[config.mk]
export PLATFORM = sky130hd
export DESIGN_NAME = piso_tx
export DESIGN_NICKNAME = d
export VERILOG_FILES = /design/src/rtl/piso_tx.sv
export SDC_FILE = /design/constraint.sdc
export NUM_CORES = 1
export LEC_CHECK = 0
export CAP_MARGIN = 20
export CELL_PAD_IN_SITES_DETAIL_PLACEMENT = 1
export CELL_PAD_IN_SITES_GLOBAL_PLACEMENT = 1
export CORE_ASPECT_RATIO = 1.2
export CORE_MARGIN = 4
export CORE_UTILIZATION = 32
export CTS_BUF_LIST = sky130_fd_sc_hd__clkbuf_4 sky130_fd_sc_hd__clkbuf_8
export DETAILED_ROUTE_END_ITERATION = 10
export GPL_ROUTABILITY_DRIVEN = 0
export PLACE_DENSITY = 0.61
export SLEW_MARGIN = 20
export SYNTH_ARGS = -nofsm -noshare
export SYNTH_HDL_FRONTEND = slang
export SYNTH_SLANG_ARGS = --single-unit
[constraint.sdc]
create_clock -name clk -period 1.95 [get_ports clk]
set_input_delay 0.195 -clock clk [delete_from_list [all_inputs] [get_ports clk]]
set_output_delay 0.195 -clock clk [all_outputs]
set_load 0.02 [all_outputs]
[src/rtl/piso_tx.sv]
// Parallel-in serial-out transmitter, LSB first, with a one-word holding register.
// Define PISO_TX_PARITY_EN to append an even-parity bit to every frame.
module piso_tx #(
  parameter int WIDTH = 8,
  parameter int CW    = $clog2(WIDTH)
) (
  input  logic             clk,
  input  logic             rst,
  input  logic [WIDTH-1:0] din,
  input  logic             din_valid,
  output logic             din_ready,
  output logic             dout,
  output logic             dout_valid,
  output logic             dout_last,
  output logic             busy
);

`ifdef PISO_TX_PARITY_EN
  typedef enum logic [1:0] {IDLE, SHIFT, PARITY} state_t;
`else
  typedef enum logic [1:0] {IDLE, SHIFT} state_t;
`endif

  state_t             state_q, state_d;
  logic [CW-1:0]      cnt_q, cnt_d;
  logic [WIDTH-2:0]   shreg_q, shreg_d;
  logic [WIDTH-1:0]   hold_q, hold_d;
  logic               hold_full_q, hold_full_d;
  logic               dout_q, dout_d;
  logic               dout_valid_q, dout_valid_d;
  logic               dout_last_q, dout_last_d;
`ifdef PISO_TX_PARITY_EN
  logic               par_q, par_d;
`endif

  logic               xfer;
  logic               free;
  logic               load;
  logic [WIDTH-1:0]   load_word;

  always_comb begin
    xfer      = din_valid && !hold_full_q;
`ifdef PISO_TX_PARITY_EN
    free      = (state_q == IDLE) || (state_q == PARITY);
`else
    free      = (state_q == IDLE) ||
                ((state_q == SHIFT) && (cnt_q == CW'(WIDTH-1)));
`endif
    hold_d      = hold_q;
    hold_full_d = hold_full_q;
    load        = 1'b0;
    load_word   = din;

    // A pending held word always wins over a direct load from din.
    if (free && hold_full_q) begin
      load        = 1'b1;
      load_word   = hold_q;
      hold_full_d = 1'b0;
    end else if (free && xfer) begin
      load        = 1'b1;
    end else if (!free && xfer) begin
      hold_d      = din;
      hold_full_d = 1'b1;
    end
  end

  always_comb begin
    state_d      = state_q;
    cnt_d        = cnt_q;
    shreg_d      = shreg_q;
    dout_d       = 1'b0;
    dout_valid_d = 1'b0;
    dout_last_d  = 1'b0;
`ifdef PISO_TX_PARITY_EN
    par_d        = par_q;
`endif

    if (load) begin
      state_d      = SHIFT;
      cnt_d        = '0;
      dout_d       = load_word[0];
      shreg_d      = load_word[WIDTH-1:1];
      dout_valid_d = 1'b1;
`ifdef PISO_TX_PARITY_EN
      par_d        = ^load_word;
`endif
    end else begin
      case (state_q)
        SHIFT: begin
          if (cnt_q == CW'(WIDTH-1)) begin
`ifdef PISO_TX_PARITY_EN
            state_d      = PARITY;
            dout_d       = par_q;
            dout_valid_d = 1'b1;
            dout_last_d  = 1'b1;
`else
            state_d      = IDLE;
`endif
          end else begin
            cnt_d        = cnt_q + 1'b1;
            dout_d       = shreg_q[0];
            shreg_d      = shreg_q >> 1;
            dout_valid_d = 1'b1;
`ifndef PISO_TX_PARITY_EN
            dout_last_d  = (cnt_q == CW'(WIDTH-2));
`endif
          end
        end
        default: state_d = IDLE;
      endcase
    end
  end

  always_ff @(posedge clk) begin
    if (rst) begin
      state_q      <= IDLE;
      cnt_q        <= '0;
      shreg_q      <= '0;
      hold_q       <= '0;
      hold_full_q  <= 1'b0;
      dout_q       <= 1'b0;
      dout_valid_q <= 1'b0;
      dout_last_q  <= 1'b0;
`ifdef PISO_TX_PARITY_EN
      par_q        <= 1'b0;
`endif
    end else begin
      state_q      <= state_d;
      cnt_q        <= cnt_d;
      shreg_q      <= shreg_d;
      hold_q       <= hold_d;
      hold_full_q  <= hold_full_d;
      dout_q       <= dout_d;
      dout_valid_q <= dout_valid_d;
      dout_last_q  <= dout_last_d;
`ifdef PISO_TX_PARITY_EN
      par_q        <= par_d;
`endif
    end
  end

  assign din_ready  = !hold_full_q;
  assign dout       = dout_q;
  assign dout_valid = dout_valid_q;
  assign dout_last  = dout_last_q;
  assign busy       = (state_q != IDLE) || hold_full_q;

endmodule

# ---- Word-level counts from Yosys, hierarchy flattened
# Index checks and enable logic that the tools add are counted.
dict set report totals {
  out_inout_bits 5
  inputBits 11
  reg_bits 23
}
dict set report op_classes {
  n_eq_ne 4
  addsub 1
  bitwise_logic 4
  reduce_logical 18
  n_mux 15
}
# cell count
set op_table {}
lappend op_table {{two-way mux 7 bit} 3}
lappend op_table {{two-way mux 1 bit} 11}
lappend op_table {{two-way mux 8 bit} 1}
lappend op_table {{== test 3 bit (second input constant)} 2}
lappend op_table {{AND reduction 2 bit} 3}
lappend op_table {{logical AND 1 bit} 5}
lappend op_table {{NOT 1 bit} 4}
lappend op_table {{OR reduction 2 bit} 2}
lappend op_table {{OR reduction 4 bit} 1}
lappend op_table {{adder 3 x 1 -> 3 bit (second input constant)} 1}
lappend op_table {{inequality test 3 x 2 -> 1 bit (second input constant)} 1}
lappend op_table {{AND reduction 3 bit} 1}
lappend op_table {{logical NOT 1 bit} 2}
lappend op_table {{logical NOT 2 bit} 1}
lappend op_table {{logical OR 1 bit} 2}
lappend op_table {{inequality test 2 bit (second input constant)} 1}
lappend op_table {{nonzero test 2 bit} 1}

# ---- Depth between registers and ports, before layout
dict set report logic_depth {
  word_depth 8
  depth_mapped 6
  mapped_depth_nobuf 5
}

# ---- Worst setup path before layout
# OpenSTA, ideal clock, no wires.
dict set report synth_path {
  path_type {register to register}
  startpoint {register cnt_q[0]}
  endpoint {register shreg_q[1]}
  t_arrival_ns 1.357
  stages_incl_launch_ff 7
  path_slack_ns 0.489
  required_time_ns 1.847
  path_buffers 1
  cell_sequence {dfxtp_1 > ha_1 > ha_1 > and2b_1 > buf_6 > nor3_1 > a2111oi_2}
}
dict set report synth_via {
  elab_chain_len 8
  word_cells_on_any_way 12
  classes_between {eq/ne (2); mux (4); reduce/logical (6)}
}
# element line_no
set synth_rtl {}
lappend synth_rtl {{start, declared} 25} ;# logic [CW-1:0] cnt_q, cnt_d;
lappend synth_rtl {{start signal, assigned} 129} ;# cnt_q <= cnt_d;
lappend synth_rtl {{== test 3 bit (*)} {47, 90}}
lappend synth_rtl {{logical AND 1 bit} 47} ;# ((state_q == SHIFT) && (cnt_q == CW'(WIDTH-1)));
lappend synth_rtl {{logical OR 1 bit} 46} ;# free = (state_q == IDLE) ||
lappend synth_rtl {{logical AND 1 bit} 59} ;# end else if (free && xfer) begin
lappend synth_rtl {{two-way mux 1 bit} 59}
lappend synth_rtl {{two-way mux 1 bit} 55} ;# if (free && hold_full_q) begin
lappend synth_rtl {{inequality test 2 bit (no source line) / nonzero test 2 bit (equally long branches)} --}
lappend synth_rtl {{AND reduction 2 bit (no source line)} --}
lappend synth_rtl {{end signal, assigned} 130} ;# shreg_q <= shreg_d;
lappend synth_rtl {{end, declared} 26} ;# logic [WIDTH-2:0] shreg_q, shreg_d;
# Every way passes the cells marked *; elsewhere a longest branch is shown, timed or not.
# A chain may end at the register's enable or synchronous reset.

# ---- Worst setup path in the final report
dict set report layout_path {
  startpoint {register hold_full_q}
  endpoint {output port busy}
}
dict set report layout_via {
  elab_chain_len 1
}
# element line_no
set layout_rtl {}
lappend layout_rtl {{start, declared} 28} ;# logic hold_full_q, hold_full_d;
lappend layout_rtl {{start signal, assigned} 132} ;# hold_full_q <= hold_full_d;
lappend layout_rtl {{logical OR 1 bit} 146} ;# assign busy = (state_q != IDLE) || hold_full_q;
lappend layout_rtl {{end, declared} 15} ;# output logic busy
# No other way between the ends.

==> results.json <==
{
  "status": "complete, no violations",
  "synth_async_sr_flop_share_pct": 0,
  "antenna_found_initial": 0,
  "synth_top_family_by_area": "simple AND/OR/NAND/NOR gates",
  "crit_type": "flip-flop to output port",
  "reg2reg_to": "hold_q[1]",
  "fillCellCount": 369,
  "switching_share_pct": 28.99,
  "drt-pass1-iter-count": 4,
  "arrival_ps": 1610,
  "root_buffer": "clkbuf_4",
  "syn_area_sq_mm": 0.001059,
  "drtAntennaViolNets": 0,
  "drive_gt1_share_pct": 15.75,
  "grt-ovfl-total": 0,
  "synth_area_per_cell_sq_um": 9.623,
  "cp-start-kind": "flip-flop",
  "htree_levels": 1,
  "nets": 142,
  "cts_buffers": 3,
  "ys_ff_latch": 23,
  "clock_latency_ps": 330,
  "p_clk_share_pct": 25.2,
  "routedWlPerCell_um": 15.60,
  "synth_compound_area_share_pct": 18.44,
  "vias": 842,
  "slew_violations": 0,
  "cap_violations": 0,
  "die_h_um": 71,
  "die-area_sq_mm": 0.004296,
  "io_buffers": 15,
  "holdPathStages": 3,
  "fin_worst_skew_ps": 6.738,
  "synth_seq_area_share_pct": 43.50,
  "max_freq_ghz": 0.5538,
  "synth.distinct_cells": 22,
  "synth_top_area_share_pct": 43.50,
  "min_to": "dout",
  "peakVddDrop_uv": 323.4,
  "gr-usage-all-layers_pct": 13.06,
  "crit_path_top_delay_cell": "clkdlybuf4s50_1",
  "grt_max_degree": 20,
  "slowest_delay_ps": 540,
  "seq_power_share_pct": 55.3,
  "multi_input_comb_area_sq_um": 525.5,
  "worstHoldPathType": "input pin to flip-flop",
  "period_share_pct": 92.61,
  "register_area_sq_um": 460.4,
  "synth_mux_area_share_pct": 8.511,
  "core_sq_mm": 0.003110,
  "post-cts-setup-buffers": 0,
  "synthAdderAreaFrac_pct": 3.546,
  "vias_per_cell": 5.166,
  "yosysWarningCount": 0,
  "r2r.worst_path.cells": 6,
  "finalSetupViolations": 0,
  "power.density_cell_area_mw_per_mm2": 731.1,
  "pin_count": 16,
  "rsz0062_at_grt": "false",
  "cts.clk_slew.worst_paths_ps": 140,
  "power.leakage_nw": 0.4863,
  "hpwl_um": 1828,
  "grt_pass1_vias": 873,
  "synth_simple_gate_area_share_pct": 19.15,
  "cts_hold_buffers": 0,
  "power_switching_uw": 271.5,
  "grt_pass1_wl_um": 4160,
  "clock-sinks": 23,
  "num_rows": 22,
  "syn-num-nets": 124,
  "postCtsResizedCells": 0,
  "cp_max_fo": 6,
  "placedCellCount": 159,
  "yosys.area_share.xor_xnor_pct": 0,
  "syn2layout_area_growth_pct": 21.04,
  "diodes": 0,
  "synth-edff-count": 0,
  "crit_path_cell_trace": "or2_2 -> clkdlybuf4s50_1",
  "regToRegStartpoint": "cnt_q[0]",
  "combinationalPowerShare_pct": 19.5,
  "fin_cells": 163,
  "setup_tns_ps": 0,
  "cts_tree": "done",
  "synth_common_cells": "dfxtp_1 (23), nor2_1 (23), mux2i_1 (9), nor3_1 (8), a2111oi_2 (7)",
  "hold_path.startpoint": "din[0]",
  "critPathCaptureType": "output port",
  "tightestPinTransition_ps": 574.2,
  "drtIter0Drc": 14,
  "synth_area_leaders": "dfxtp_1 (43%), a2111oi_2 (9.9%), mux2i_1 (8.5%)",
  "max_slew_margin_pct": 61.60,
  "die_w_um": 60.50,
  "cts.path.max_buffers": 2,
  "post-route-drc-count": 0,
  "finalCriticalPeriod_ps": 1806,
  "r2r_slack_ps": 360,
  "wl_um": 2543,
  "hold-worst-slack_ps": 470.6,
  "finalHoldViolCount": 0,
  "critPathRequiredTime_ps": 1750,
  "yosys.area.top_type": "dfxtp_1",
  "initial_core_util_pct": 34.03,
  "ys.flop_type": "dfxtp_1",
  "p_int_uw": 665.2,
  "synthCells": 110
}
## power groups by stage
| stage | Combinational, mW | Sequential, mW | Clock, mW |
|---|---|---|---|
| floorplan | 0.120 | 0.526 | 0 |
| global placement | 0.180 | 0.527 | 0 |
| detailed placement | 0.185 | 0.528 | 0 |
| CTS | 0.185 | 0.518 | 0.243 |
| global route | 0.201 | 0.522 | 0.269 |
| finish | 0.183 | 0.518 | 0.236 |
## placed cells by master, fill, tap and decap left out, types with 2 or more instances in the layout
cell	count
nor2_1	23
dfxtp_1	23
clkdlybuf4s50_1	15
mux2i_1	9
nor3_1	8
a2111oi_2	7
a21oi_1	6
o2bb2ai_1	6
buf_4	6
nand3_1	4
nand2_1	3
ha_1	3
clkbuf_4	3
nand2b_1	2
## sequential cells by signal, indices dropped and copies added (netlist names)
name / flops
hold_q: 8
shreg_q: 7
cnt_q: 3
dout: 1
dout_last: 1
dout_valid: 1
hold_full_q: 1
state_q: 1
## final cells by class
| cell class | count | area share, % |
|---|---|---|
| Inverter | 2 | 0.5859 |
| Sequential cell | 23 | 35.94 |
| Clock buffer | 3 | 1.758 |
| Tap cell | 36 | 3.516 |
| Multi-Input combinational cell | 76 | 41.02 |
| Clock inverter | 1 | 0.3906 |
| Timing Repair Buffer | 22 | 16.80 |
## logic make-up (layout without fill, tap and decap cells)
| group | after synthesis | in the layout |
|---|---|---|
| and+or+nand+nor | 44 | 44 |
| DFF | 23 | 23 |
| AOI/OAI and AO/OA | 20 | 20 |
| buffers and inverters | 11 | 28 |
| muxes | 9 | 9 |
| adders and majority gates | 3 | 3 |
## through the flow
stage	total power [mW]	utilization, %	instance area [sq um]	setup slack [ps]
floorplan	0.6461	-	1059	489.2
global placement	0.7079	40.31	1254	372.3
detailed placement	0.7129	40.31	1254	324.6
CTS	0.9463	41.19	1281	130.2
global route	0.9927	41.19	1281	72.90
finish	0.9368	41.19	1281	144.1
## critical path, delay by kind of cell, from the launching register on
| family | cells | cell delay [ps] |
|---|---|---|
| flops | 1 | 420 |
| simple gates | 1 | 320 |
| buf+inv | 1 | 540 |
## layer usage
metal  wire (um)  up-vias  track usage [%]
li1            -      423                -
met1        1122      405            16.10
met2        1299        9            21.63
met3          73        5            2.372
met4          47        0            5.783
met5           0        -                0
## worst max path at each step
stage | to | slack, ps | cells after the start | from
after floorplan | shreg_q[1] | 490 | 6 | cnt_q[0]
after global placement | hold_q[2] | 370 | 5 | din_valid
after detailed placement | hold_q[1] | 320 | 5 | din_valid
after CTS | busy | 130 | 2 | hold_full_q
after global routing | busy | 70 | 2 | hold_full_q
final | busy | 140 | 2 | hold_full_q
Power figures use the tool's default switching activity.
